### config.mk
export PLATFORM = sky130hd
export DESIGN_NAME = hc_mmio_initiator_flat
export DESIGN_NICKNAME = d
export VERILOG_FILES = /design/src/rtl/hc_mmio_initiator_if.sv /design/src/rtl/hc_mmio_initiator.sv /design/src/flat_wrapper.sv
export SDC_FILE = /design/constraint.sdc
export NUM_CORES = 1
export LEC_CHECK = 0
export ABC_CLOCK_PERIOD_IN_PS = 2000
export BUFFER_PORTS_ARGS = -buffer_cell sky130_fd_sc_hd__buf_2
export CAP_MARGIN = 30
export CELL_PAD_IN_SITES_DETAIL_PLACEMENT = 1
export CELL_PAD_IN_SITES_GLOBAL_PLACEMENT = 2
export CORE_MARGIN = 8
export CORE_UTILIZATION = 28
export DETAILED_ROUTE_END_ITERATION = 10
export PLACE_DENSITY_LB_ADDON = 0.1
export SYNTH_ARGS = -nofsm -noshare
export SYNTH_HDL_FRONTEND = slang
export SYNTH_SLANG_ARGS = --single-unit
export TNS_END_PERCENT = 10
### constraint.sdc
create_clock -name clk -period 2 [get_ports clk]
set_input_delay 0.1 -clock clk [delete_from_list [all_inputs] [get_ports clk]]
set_output_delay 0.1 -clock clk [all_outputs]
set_load 0.005 [all_outputs]
### src/rtl/hc_mmio_initiator_if.sv
// Command, MMIO request/response and result bundle for the HardCloud MMIO initiator.
interface hc_mmio_initiator_if #(
  parameter int unsigned TID_W = 9
);

  localparam int unsigned ADDR_W = 16;
  localparam int unsigned DATA_W = 64;
  localparam int unsigned CNT_W  = 16;

  // Command side
  logic              cmd_valid;
  logic              cmd_ready;
  logic              cmd_write;
  logic [ADDR_W-1:0] cmd_addr;
  logic              cmd_len64;
  logic [DATA_W-1:0] cmd_data;

  // MMIO request side
  logic              mmio_rd_valid;
  logic              mmio_wr_valid;
  logic [ADDR_W-1:0] mmio_addr;
  logic [1:0]        mmio_len;
  logic [TID_W-1:0]  mmio_tid;
  logic [DATA_W-1:0] mmio_data;

  // MMIO read response side
  logic              rsp_valid;
  logic [TID_W-1:0]  rsp_tid;
  logic [DATA_W-1:0] rsp_data;

  // Read result side
  logic              res_valid;
  logic              res_ready;
  logic [DATA_W-1:0] res_data;
  logic              res_error;
  logic [CNT_W-1:0]  stray_cnt;

  // Initiator view
  modport master (
    input  cmd_valid, cmd_write, cmd_addr, cmd_len64, cmd_data,
    output cmd_ready,
    output mmio_rd_valid, mmio_wr_valid, mmio_addr, mmio_len, mmio_tid, mmio_data,
    input  rsp_valid, rsp_tid, rsp_data,
    output res_valid, res_data, res_error, stray_cnt,
    input  res_ready
  );

  // Host / responder view
  modport slave (
    output cmd_valid, cmd_write, cmd_addr, cmd_len64, cmd_data,
    input  cmd_ready,
    input  mmio_rd_valid, mmio_wr_valid, mmio_addr, mmio_len, mmio_tid, mmio_data,
    output rsp_valid, rsp_tid, rsp_data,
    input  res_valid, res_data, res_error, stray_cnt,
    output res_ready
  );

endinterface

### src/rtl/hc_mmio_initiator.sv
// Host-side MMIO requester: issues one CSR read/write at a time, matches the read
// response by tid, fails a read on timeout and counts responses nobody asked for.
module hc_mmio_initiator #(
  parameter int unsigned TIMEOUT_CYCLES = 256,
  parameter int unsigned TID_W          = 9
) (
  input  logic                clk,
  input  logic                reset_n,
  hc_mmio_initiator_if.master bus
);

  localparam int unsigned ADDR_W = 16;
  localparam int unsigned DATA_W = 64;
  localparam int unsigned CNT_W  = 16;
  localparam int unsigned TMR_W  = 16;

  localparam logic [TMR_W-1:0] TMR_LAST = TMR_W'(TIMEOUT_CYCLES - 1);
  localparam logic [CNT_W-1:0] CNT_MAX  = '1;

  typedef enum logic [1:0] {
    S_IDLE,
    S_ISSUE,
    S_WAIT,
    S_DONE
  } state_e;

  state_e              state_q, state_d;
  logic                cmd_ready_q, cmd_ready_d;
  logic                rd_valid_q, rd_valid_d;
  logic                wr_valid_q, wr_valid_d;
  logic [ADDR_W-1:0]   addr_q, addr_d;
  logic [1:0]          len_q, len_d;
  logic [TID_W-1:0]    tid_q, tid_d;
  logic [DATA_W-1:0]   wdata_q, wdata_d;
  logic                res_valid_q, res_valid_d;
  logic [DATA_W-1:0]   res_data_q, res_data_d;
  logic                res_error_q, res_error_d;
  logic [CNT_W-1:0]    stray_q, stray_d;
  logic [TID_W-1:0]    next_tid_q, next_tid_d;
  logic [TMR_W-1:0]    timer_q, timer_d;

  logic cmd_fire_c;
  logic rsp_match_c;
  logic timeout_c;

  // Handshake and response qualification
  assign cmd_fire_c  = cmd_ready_q & bus.cmd_valid;
  assign rsp_match_c = (state_q == S_WAIT) & bus.rsp_valid & (bus.rsp_tid == tid_q);
  assign timeout_c   = (state_q == S_WAIT) & (timer_q == TMR_LAST);

  // State and registered outputs
  always_ff @(posedge clk or negedge reset_n) begin
    if (!reset_n) begin
      state_q     <= S_IDLE;
      cmd_ready_q <= 1'b1;
      rd_valid_q  <= 1'b0;
      wr_valid_q  <= 1'b0;
      addr_q      <= '0;
      len_q       <= '0;
      tid_q       <= '0;
      wdata_q     <= '0;
      res_valid_q <= 1'b0;
      res_data_q  <= '0;
      res_error_q <= 1'b0;
      stray_q     <= '0;
      next_tid_q  <= '0;
      timer_q     <= '0;
    end else begin
      state_q     <= state_d;
      cmd_ready_q <= cmd_ready_d;
      rd_valid_q  <= rd_valid_d;
      wr_valid_q  <= wr_valid_d;
      addr_q      <= addr_d;
      len_q       <= len_d;
      tid_q       <= tid_d;
      wdata_q     <= wdata_d;
      res_valid_q <= res_valid_d;
      res_data_q  <= res_data_d;
      res_error_q <= res_error_d;
      stray_q     <= stray_d;
      next_tid_q  <= next_tid_d;
      timer_q     <= timer_d;
    end
  end

  // Next-state decode; a match beats a coincident timeout
  always_comb begin
    state_d = state_q;
    unique case (state_q)
      S_IDLE:  if (cmd_fire_c) state_d = S_ISSUE;
      S_ISSUE: state_d = wr_valid_q ? S_IDLE : S_WAIT;
      S_WAIT:  if (rsp_match_c || timeout_c) state_d = S_DONE;
      S_DONE:  if (bus.res_ready) state_d = S_IDLE;
      default: state_d = S_IDLE;
    endcase
  end

  // Next values of the registered outputs and bookkeeping counters
  always_comb begin
    cmd_ready_d = (state_d == S_IDLE);
    res_valid_d = (state_d == S_DONE);
    rd_valid_d  = 1'b0;
    wr_valid_d  = 1'b0;
    addr_d      = addr_q;
    len_d       = len_q;
    tid_d       = tid_q;
    wdata_d     = wdata_q;
    res_data_d  = res_data_q;
    res_error_d = res_error_q;
    next_tid_d  = next_tid_q;
    stray_d     = stray_q;
    timer_d     = '0;

    // Latch the accepted command into the request registers; strobe fires next cycle
    if (state_q == S_IDLE && cmd_fire_c) begin
      rd_valid_d = ~bus.cmd_write;
      wr_valid_d = bus.cmd_write;
      addr_d     = bus.cmd_addr;
      len_d      = {1'b0, bus.cmd_len64};
      if (bus.cmd_write) begin
        tid_d   = '0;
        wdata_d = bus.cmd_len64 ? bus.cmd_data : {32'h0, bus.cmd_data[31:0]};
      end else begin
        tid_d      = next_tid_q;
        wdata_d    = '0;
        next_tid_d = next_tid_q + TID_W'(1);
      end
    end

    // Response wait: timer runs only while staying in WAIT
    if (state_q == S_WAIT) begin
      if (state_d == S_WAIT) begin
        timer_d = timer_q + TMR_W'(1);
      end
      if (rsp_match_c) begin
        res_data_d  = bus.rsp_data;
        res_error_d = 1'b0;
      end else if (timeout_c) begin
        res_data_d  = '0;
        res_error_d = 1'b1;
      end
    end

    // Any response not consumed as the match is stray
    if (bus.rsp_valid && !rsp_match_c && stray_q != CNT_MAX) begin
      stray_d = stray_q + CNT_W'(1);
    end
  end

  assign bus.cmd_ready     = cmd_ready_q;
  assign bus.mmio_rd_valid = rd_valid_q;
  assign bus.mmio_wr_valid = wr_valid_q;
  assign bus.mmio_addr     = addr_q;
  assign bus.mmio_len      = len_q;
  assign bus.mmio_tid      = tid_q;
  assign bus.mmio_data     = wdata_q;
  assign bus.res_valid     = res_valid_q;
  assign bus.res_data      = res_data_q;
  assign bus.res_error     = res_error_q;
  assign bus.stray_cnt     = stray_q;

endmodule

### src/flat_wrapper.sv
// flat-port wrapper written by rule: the top's interface ports become plain ports
module hc_mmio_initiator_flat 
#(
  parameter int unsigned TIMEOUT_CYCLES = 256,
  parameter int unsigned TID_W          = 9
)
  (clk, reset_n, bus_cmd_valid, bus_cmd_write, bus_cmd_addr, bus_cmd_len64, bus_cmd_data, bus_cmd_ready, bus_mmio_rd_valid, bus_mmio_wr_valid, bus_mmio_addr, bus_mmio_len, bus_mmio_tid, bus_mmio_data, bus_rsp_valid, bus_rsp_tid, bus_rsp_data, bus_res_valid, bus_res_data, bus_res_error, bus_stray_cnt, bus_res_ready);
  hc_mmio_initiator_if #(.TID_W(TID_W)) bus_i ();
  input  logic clk;
  input  logic reset_n;
  input wire logic [$bits(bus_i.cmd_valid)-1:0] bus_cmd_valid;
  input wire logic [$bits(bus_i.cmd_write)-1:0] bus_cmd_write;
  input wire logic [$bits(bus_i.cmd_addr)-1:0] bus_cmd_addr;
  input wire logic [$bits(bus_i.cmd_len64)-1:0] bus_cmd_len64;
  input wire logic [$bits(bus_i.cmd_data)-1:0] bus_cmd_data;
  output wire logic [$bits(bus_i.cmd_ready)-1:0] bus_cmd_ready;
  output wire logic [$bits(bus_i.mmio_rd_valid)-1:0] bus_mmio_rd_valid;
  output wire logic [$bits(bus_i.mmio_wr_valid)-1:0] bus_mmio_wr_valid;
  output wire logic [$bits(bus_i.mmio_addr)-1:0] bus_mmio_addr;
  output wire logic [$bits(bus_i.mmio_len)-1:0] bus_mmio_len;
  output wire logic [$bits(bus_i.mmio_tid)-1:0] bus_mmio_tid;
  output wire logic [$bits(bus_i.mmio_data)-1:0] bus_mmio_data;
  input wire logic [$bits(bus_i.rsp_valid)-1:0] bus_rsp_valid;
  input wire logic [$bits(bus_i.rsp_tid)-1:0] bus_rsp_tid;
  input wire logic [$bits(bus_i.rsp_data)-1:0] bus_rsp_data;
  output wire logic [$bits(bus_i.res_valid)-1:0] bus_res_valid;
  output wire logic [$bits(bus_i.res_data)-1:0] bus_res_data;
  output wire logic [$bits(bus_i.res_error)-1:0] bus_res_error;
  output wire logic [$bits(bus_i.stray_cnt)-1:0] bus_stray_cnt;
  input wire logic [$bits(bus_i.res_ready)-1:0] bus_res_ready;
  assign bus_i.cmd_valid = bus_cmd_valid;
  assign bus_i.cmd_write = bus_cmd_write;
  assign bus_i.cmd_addr = bus_cmd_addr;
  assign bus_i.cmd_len64 = bus_cmd_len64;
  assign bus_i.cmd_data = bus_cmd_data;
  assign bus_cmd_ready = bus_i.cmd_ready;
  assign bus_mmio_rd_valid = bus_i.mmio_rd_valid;
  assign bus_mmio_wr_valid = bus_i.mmio_wr_valid;
  assign bus_mmio_addr = bus_i.mmio_addr;
  assign bus_mmio_len = bus_i.mmio_len;
  assign bus_mmio_tid = bus_i.mmio_tid;
  assign bus_mmio_data = bus_i.mmio_data;
  assign bus_i.rsp_valid = bus_rsp_valid;
  assign bus_i.rsp_tid = bus_rsp_tid;
  assign bus_i.rsp_data = bus_rsp_data;
  assign bus_res_valid = bus_i.res_valid;
  assign bus_res_data = bus_i.res_data;
  assign bus_res_error = bus_i.res_error;
  assign bus_stray_cnt = bus_i.stray_cnt;
  assign bus_i.res_ready = bus_res_ready;
  hc_mmio_initiator #(.TIMEOUT_CYCLES(TIMEOUT_CYCLES), .TID_W(TID_W)) u_core (.clk(clk), .reset_n(reset_n), .bus(bus_i));
endmodule
**Word level (Yosys, flattened, before mapping)**

Cells that the tools add are included.

- Bitwise logic cells: 5
- Equality and inequality tests: 8
- Reductions and logical operators: 10
- Multiplexer cells: 16
- Add/sub/neg operators: 3

Operator list:

| operator | count |
|---|---|
| $mux 64 | 4 |
| $add 16x1->16 const B | 2 |
| $mux 16 | 2 |
| $eq 16x8->1 const B | 1 |
| $ne 16x16->1 const B | 1 |
| $add 9x1->9 const B | 1 |
| $eq 9x9->1 | 1 |
| $mux 9 | 1 |
| $eq 2x2->1 const B | 4 |
| $mux 2 | 4 |
| $pmux 2 s4 | 1 |
| $and 1x1->1 | 4 |
| $logic_not 2->1 | 2 |
| $mux 1 | 4 |
| $reduce_and 2->1 | 2 |
| $logic_and 1x1->1 | 3 |
| $eq 2x1->1 const B | 1 |
| $reduce_bool 2->1 | 1 |
| $logic_not 1->1 | 1 |
| $logic_or 1x1->1 | 1 |
| $not 1->1 | 1 |

- Word-level logic and storage cells: 56
- Register bits: 202
- Output and inout port bits: 176
- Bits of input ports: 160

**Depth between registers and ports, before layout**

- Word-level depth: 9
- Gate-level depth with buffers: 8
- Depth with buffers taken out: 6

**Least setup slack after synthesis**

OpenSTA, ideal clock, no wires.

- Path type: register -> register
- Start point: reg u_core.stray_q[0], in the netlist u_core.bus.stray_cnt[0]
- End point: reg u_core.stray_q[1], in the netlist u_core.bus.stray_cnt[1]
- Data arrival time: 1.751 ns
- Buffers on the path: 1
- Cell stages (with the launch flop): 8
- Clock period less this slack: 1.879 ns
- Path slack: 0.121 ns
- Setup time: 0.128 ns
- Cells stage by stage: dfrtp_1 > ha_1 > nand3_1 > nor4_1 > and2_1 > buf_6 > nand3b_1 > mux2_1

- Cells in the longest elaborated chain, start to end: 2
- Elaborated cells on any way between the ends: 3

Ends and longest elaborated chain:

| what | line | RTL |
|---|---|---|
| start, declared | hc_mmio_initiator.sv:38 | `logic [CNT_W-1:0] stray_q, stray_d;` |
| start signal, assigned | hc_mmio_initiator.sv:80 | `stray_q <= stray_d;` |
| parallel branches: the longest is 2 deep, another holds $add 16x1->16 | n/a |  |

Several ways; the timed one is not identified.
A chain may end at the register's enable or synchronous reset.

**Worst setup path after layout**

- Start point: reg u_core.tid_q[4], in the netlist u_core.bus.mmio_tid[4]
- End point: reg u_core.stray_q[10], in the netlist u_core.bus.stray_cnt[10]

- Cells in the longest elaborated chain, start to end: 5

Ends and longest elaborated chain:

| what | line | RTL |
|---|---|---|
| start, declared | hc_mmio_initiator.sv:33 | `logic [TID_W-1:0] tid_q, tid_d;` |
| start signal, assigned | hc_mmio_initiator.sv:75 | `tid_q <= tid_d;` |
| $eq 9x9->1 | hc_mmio_initiator.sv:48 | `assign rsp_match_c = (state_q == S_WAIT) & bus.rsp_valid & (bus.rsp_tid == tid_q);` |
| $and 1x1->1 | hc_mmio_initiator.sv:48 |  |
| $logic_not 1->1 | hc_mmio_initiator.sv:145 | `if (bus.rsp_valid && !rsp_match_c && stray_q != CNT_MAX) begin` |
| $logic_and 1x1->1 (2 in a row) | hc_mmio_initiator.sv:145 |  |

Every way passes these cells.

==> flow_summary.json <==
{
  "grt_pass1_wl_mm": 49.5,
  "synth_cells": 821,
  "die_height_um": 187,
  "sequential_cell_area_fraction_in_the_yosys_report_pct": 61.5,
  "synth_ff_type": "sky130_fd_sc_hd__dfrtp_1",
  "endpoint_of_the_worst_register_to_register_path": "u_core.bus.stray_cnt[10]",
  "total_global_route_track_usage_pct": 17.2,
  "status": "finished, final reports clean",
  "worst-path-max-fanout": 8,
  "floorplan.die.width_um": 187,
  "flops_latches_synth": 202,
  "syn-cell-area_um2": 8230,
  "clk_pin_slew_worst_paths_ns": 0.05,
  "design_power_total_mw": 12.3,
  "worstPathRequired_ns": 2.40,
  "ff2ff_setup_slack_ns": 0.1,
  "worstRegToRegCells": 6,
  "place.detailed.instances": 1521,
  "grt_pass1_vias": 8657,
  "final_layout_size_suffix_gt1_share_pct": 32.2,
  "critical_path_class": "flip-flop to flip-flop",
  "num_vias": 7741,
  "setup_violations": 0,
  "routabilityCongestion": 0.708,
  "finalHoldViolCount": 0,
  "cts_buffer_depth": 3,
  "finalCritPeriodShare_pct": 95.1,
  "clock_sink_count": 202,
  "max_freq_mhz": 526,
  "dr.first_iter.drc_count": 347,
  "port-buffer-count": 334,
  "final_util_pct": 45.0,
  "floorplan.core_area_um2": 28900,
  "setup_tns_ns": 0,
  "power_per_cell_area_nw_per_um2": 945,
  "vias_per_cell": 4.50,
  "start_kind": "flip-flop",
  "static-leakage-power_nw": 7.09,
  "dp_worst_setup_slack_ns": -0.0430,
  "cts_tree": "yes",
  "final.hold.worst_slack_ns": 0.0902,
  "synth_top_area_cell": "sky130_fd_sc_hd__dfrtp_1",
  "post-route-cell-area_um2": 13000,
  "timing.hold.worst_path_depth": 4,
  "initial_core_util_pct": 28.5,
  "capture_endpoint_of_the_worst_hold_path": "u_core.bus.stray_cnt[12]",
  "first_pass_iters": 4,
  "clkLatencyLatePin_ns": 0.52,
  "min-delay-path-class": "input port to flip-flop",
  "worstHoldStart": "bus_rsp_valid",
  "place_hpwl_mm": 21.3,
  "slew_headroom_pct": 59.3,
  "yosys.area.top_type_share_pct": 61.1,
  "drv.max_cap_violation_count": 0,
  "detailed_place.area_um2": 10600,
  "nets_in_the_synthesized_netlist": 984,
  "fin_worst_skew_ns": 0.0123,
  "layout.cells.non_filler": 1721,
  "yosys_warnings": 0,
  "end_kind": "flip-flop",
  "synth_edf_count": 0,
  "area_growth_pct": 57.7,
  "grt-ovfl-total": 0,
  "max-vdd-ir-drop_v": 0.000439,
  "grt_antenna_before_repair": 2,
  "drc": 0,
  "route.detailed.wl_per_inst_um": 18.2,
  "async_reset_ff_share_pct": 100,
  "pin_count": 336,
  "fill_cell_total_of_the_finished_layout": 3351,
  "clock_tree.htree_level_count": 1,
  "floorplan.rows": 62,
  "synthesis.area_per_instance_um2": 10.0,
  "worstPathArrival_ns": 2.30,
  "critical_path.reg2reg.startpoint": "u_core.bus.mmio_tid[4]",
  "clockRootBuffer": "sky130_fd_sc_hd__clkbuf_16",
  "final_nets": 1483,
  "die-area_um2": 35100,
  "postLayoutSetupSlackWorst_ns": 0.0988,
  "count_of_different_cell_masters_after_synthesis": 39,
  "grt_max_degree": 66,
  "ys_top_cells_by_area": "sky130_fd_sc_hd__dfrtp_1 61%, sky130_fd_sc_hd__nand2_1 13%, sky130_fd_sc_hd__nand3_1 7.2%",
  "cts_buffers": 25,
  "totalWireLength_mm": 31.3,
  "worst-slew-pin-transition_ns": 0.611,
  "maxSlewViolCount": 0,
  "fin_crit_ns": 1.90,
  "antenna_violating_nets_post_route": 0
}
-- kinds of logic (layout without fill, tap and decap cells) --
logic type / Yosys count / after routing / synth area share, %
simple gates: 465 / 465 / 25.3
xor+xnor: 45 / 45 / 4.79
other cells: 1 / 3 / 0.0456
mux: 3 / 3 / 0.411
buf+inv: 58 / 572 / 3.12
flops: 202 / 202 / 61.5
compound gates: 44 / 44 / 4.43
fa+ha+maj: 3 / 3 / 0.456
-- placed cells by master, fill, tap and decap left out, drive strengths merged, types with 13 or more instances in the layout --
cell | synthesis | layout
dlygate4sd3 | 0 | 149
nor2 | 23 | 23
nand2 | 274 | 274
a22o | 32 | 32
nand3 | 120 | 120
dfrtp | 201 | 201
clkbuf | 25 | 44
xor2 | 24 | 24
xnor2 | 21 | 21
buf | 27 | 372
and3 | 13 | 13
-- timing repair --
item | in CTS | in global routing
pin swaps | 0 | 2
hold buffers | 149 | 0
endpoints found under the hold margin | 207 | 0
setup endpoints to repair | 71 | 76
resized for setup | 2 | 7
buffers inserted | 0 | 5
cloned | 0 | 2
-- power by group --
| part | internal [mW] | switching, mW | leakage [nW] |
|---|---|---|---|
| sequential | 4.81 | 0.465 | 2.72 |
| clock | 2.58 | 1.71 | 0.375 |
| combinational | 1.33 | 1.37 | 3.99 |
-- cell usage after synthesis, types with 3 or more instances --
library cell               instances
sky130_fd_sc_hd__nand2_1         274
sky130_fd_sc_hd__dfrtp_1         201
sky130_fd_sc_hd__nand3_1         119
sky130_fd_sc_hd__a22o_1           32
sky130_fd_sc_hd__clkbuf_1         25
sky130_fd_sc_hd__xor2_1           24
sky130_fd_sc_hd__nor2_1           23
sky130_fd_sc_hd__xnor2_1          21
sky130_fd_sc_hd__buf_2            19
sky130_fd_sc_hd__and3_1           13
sky130_fd_sc_hd__nand4_1           8
sky130_fd_sc_hd__o21ai_0           8
sky130_fd_sc_hd__buf_1             5
sky130_fd_sc_hd__inv_1             5
sky130_fd_sc_hd__nor4_1            5
sky130_fd_sc_hd__and4_1            4
sky130_fd_sc_hd__ha_1              3
sky130_fd_sc_hd__nor3_1            3
sky130_fd_sc_hd__nor4_2            3
-- worst max path at each step --
stage | startpoint | to | slack, ns | cells past startpoint
3_3_place_gp | u_core.bus.mmio_tid[2] | u_core.bus.stray_cnt[4] | -0.04 | 7
3_5_place_dp | u_core.bus.mmio_tid[2] | u_core.bus.stray_cnt[4] | -0.04 | 7
2_1_floorplan | u_core.bus.stray_cnt[0] | u_core.bus.stray_cnt[1] | 0.12 | 7
5_1_grt | u_core.bus.mmio_tid[3] | u_core.bus.stray_cnt[9] | -0.01 | 8
4_1_cts | u_core.bus.stray_cnt[1] | u_core.bus.stray_cnt[1] | 0.004 | 6
6_report | u_core.bus.mmio_tid[4] | u_core.bus.stray_cnt[10] | 0.1 | 6
-- worst max-delay path: stages, from the launching register on --
cell,delay [ns]
sky130_fd_sc_hd__dfrtp_1,0.40
sky130_fd_sc_hd__xor2_1,0.18
sky130_fd_sc_hd__nor4_2,0.41
sky130_fd_sc_hd__and3_4,0.32
sky130_fd_sc_hd__buf_4,0.13
sky130_fd_sc_hd__nor2_1,0.04
sky130_fd_sc_hd__mux2_1,0.30
-- sequential cells by signal, summed over array words and instances (netlist names), 2 cells and up --
name and count:
u_core.bus.mmio_tid 9, u_core.next_tid_q 9, u_core.bus.mmio_data 64, u_core.bus.stray_cnt 16
u_core.state_q 2, u_core.timer_q 16, u_core.bus.mmio_addr 16, u_core.bus.res_data 64
-- final cells by class --
class	count	area (um^2)	share of cell area, %
antenna	2	5.00	0.0386
clock buffer	41	766	5.90
clock inverter	1	7.51	0.0579
inverter	6	22.5	0.174
multi-input combinational	561	2990	23.0
sequential	202	5060	39.0
tap	384	480	3.70
timing repair buffer	524	3650	28.1
-- per-layer routing --
layer	vias to the layer above	GRT usage [%]	wire, um
li1	3706	-	-
met1	3747	21.6	13500
met4	0	4.55	675
met2	244	27.7	14500
met5	-	0	0
met3	44	6.06	2570
(Power assumes the default switching activity.)
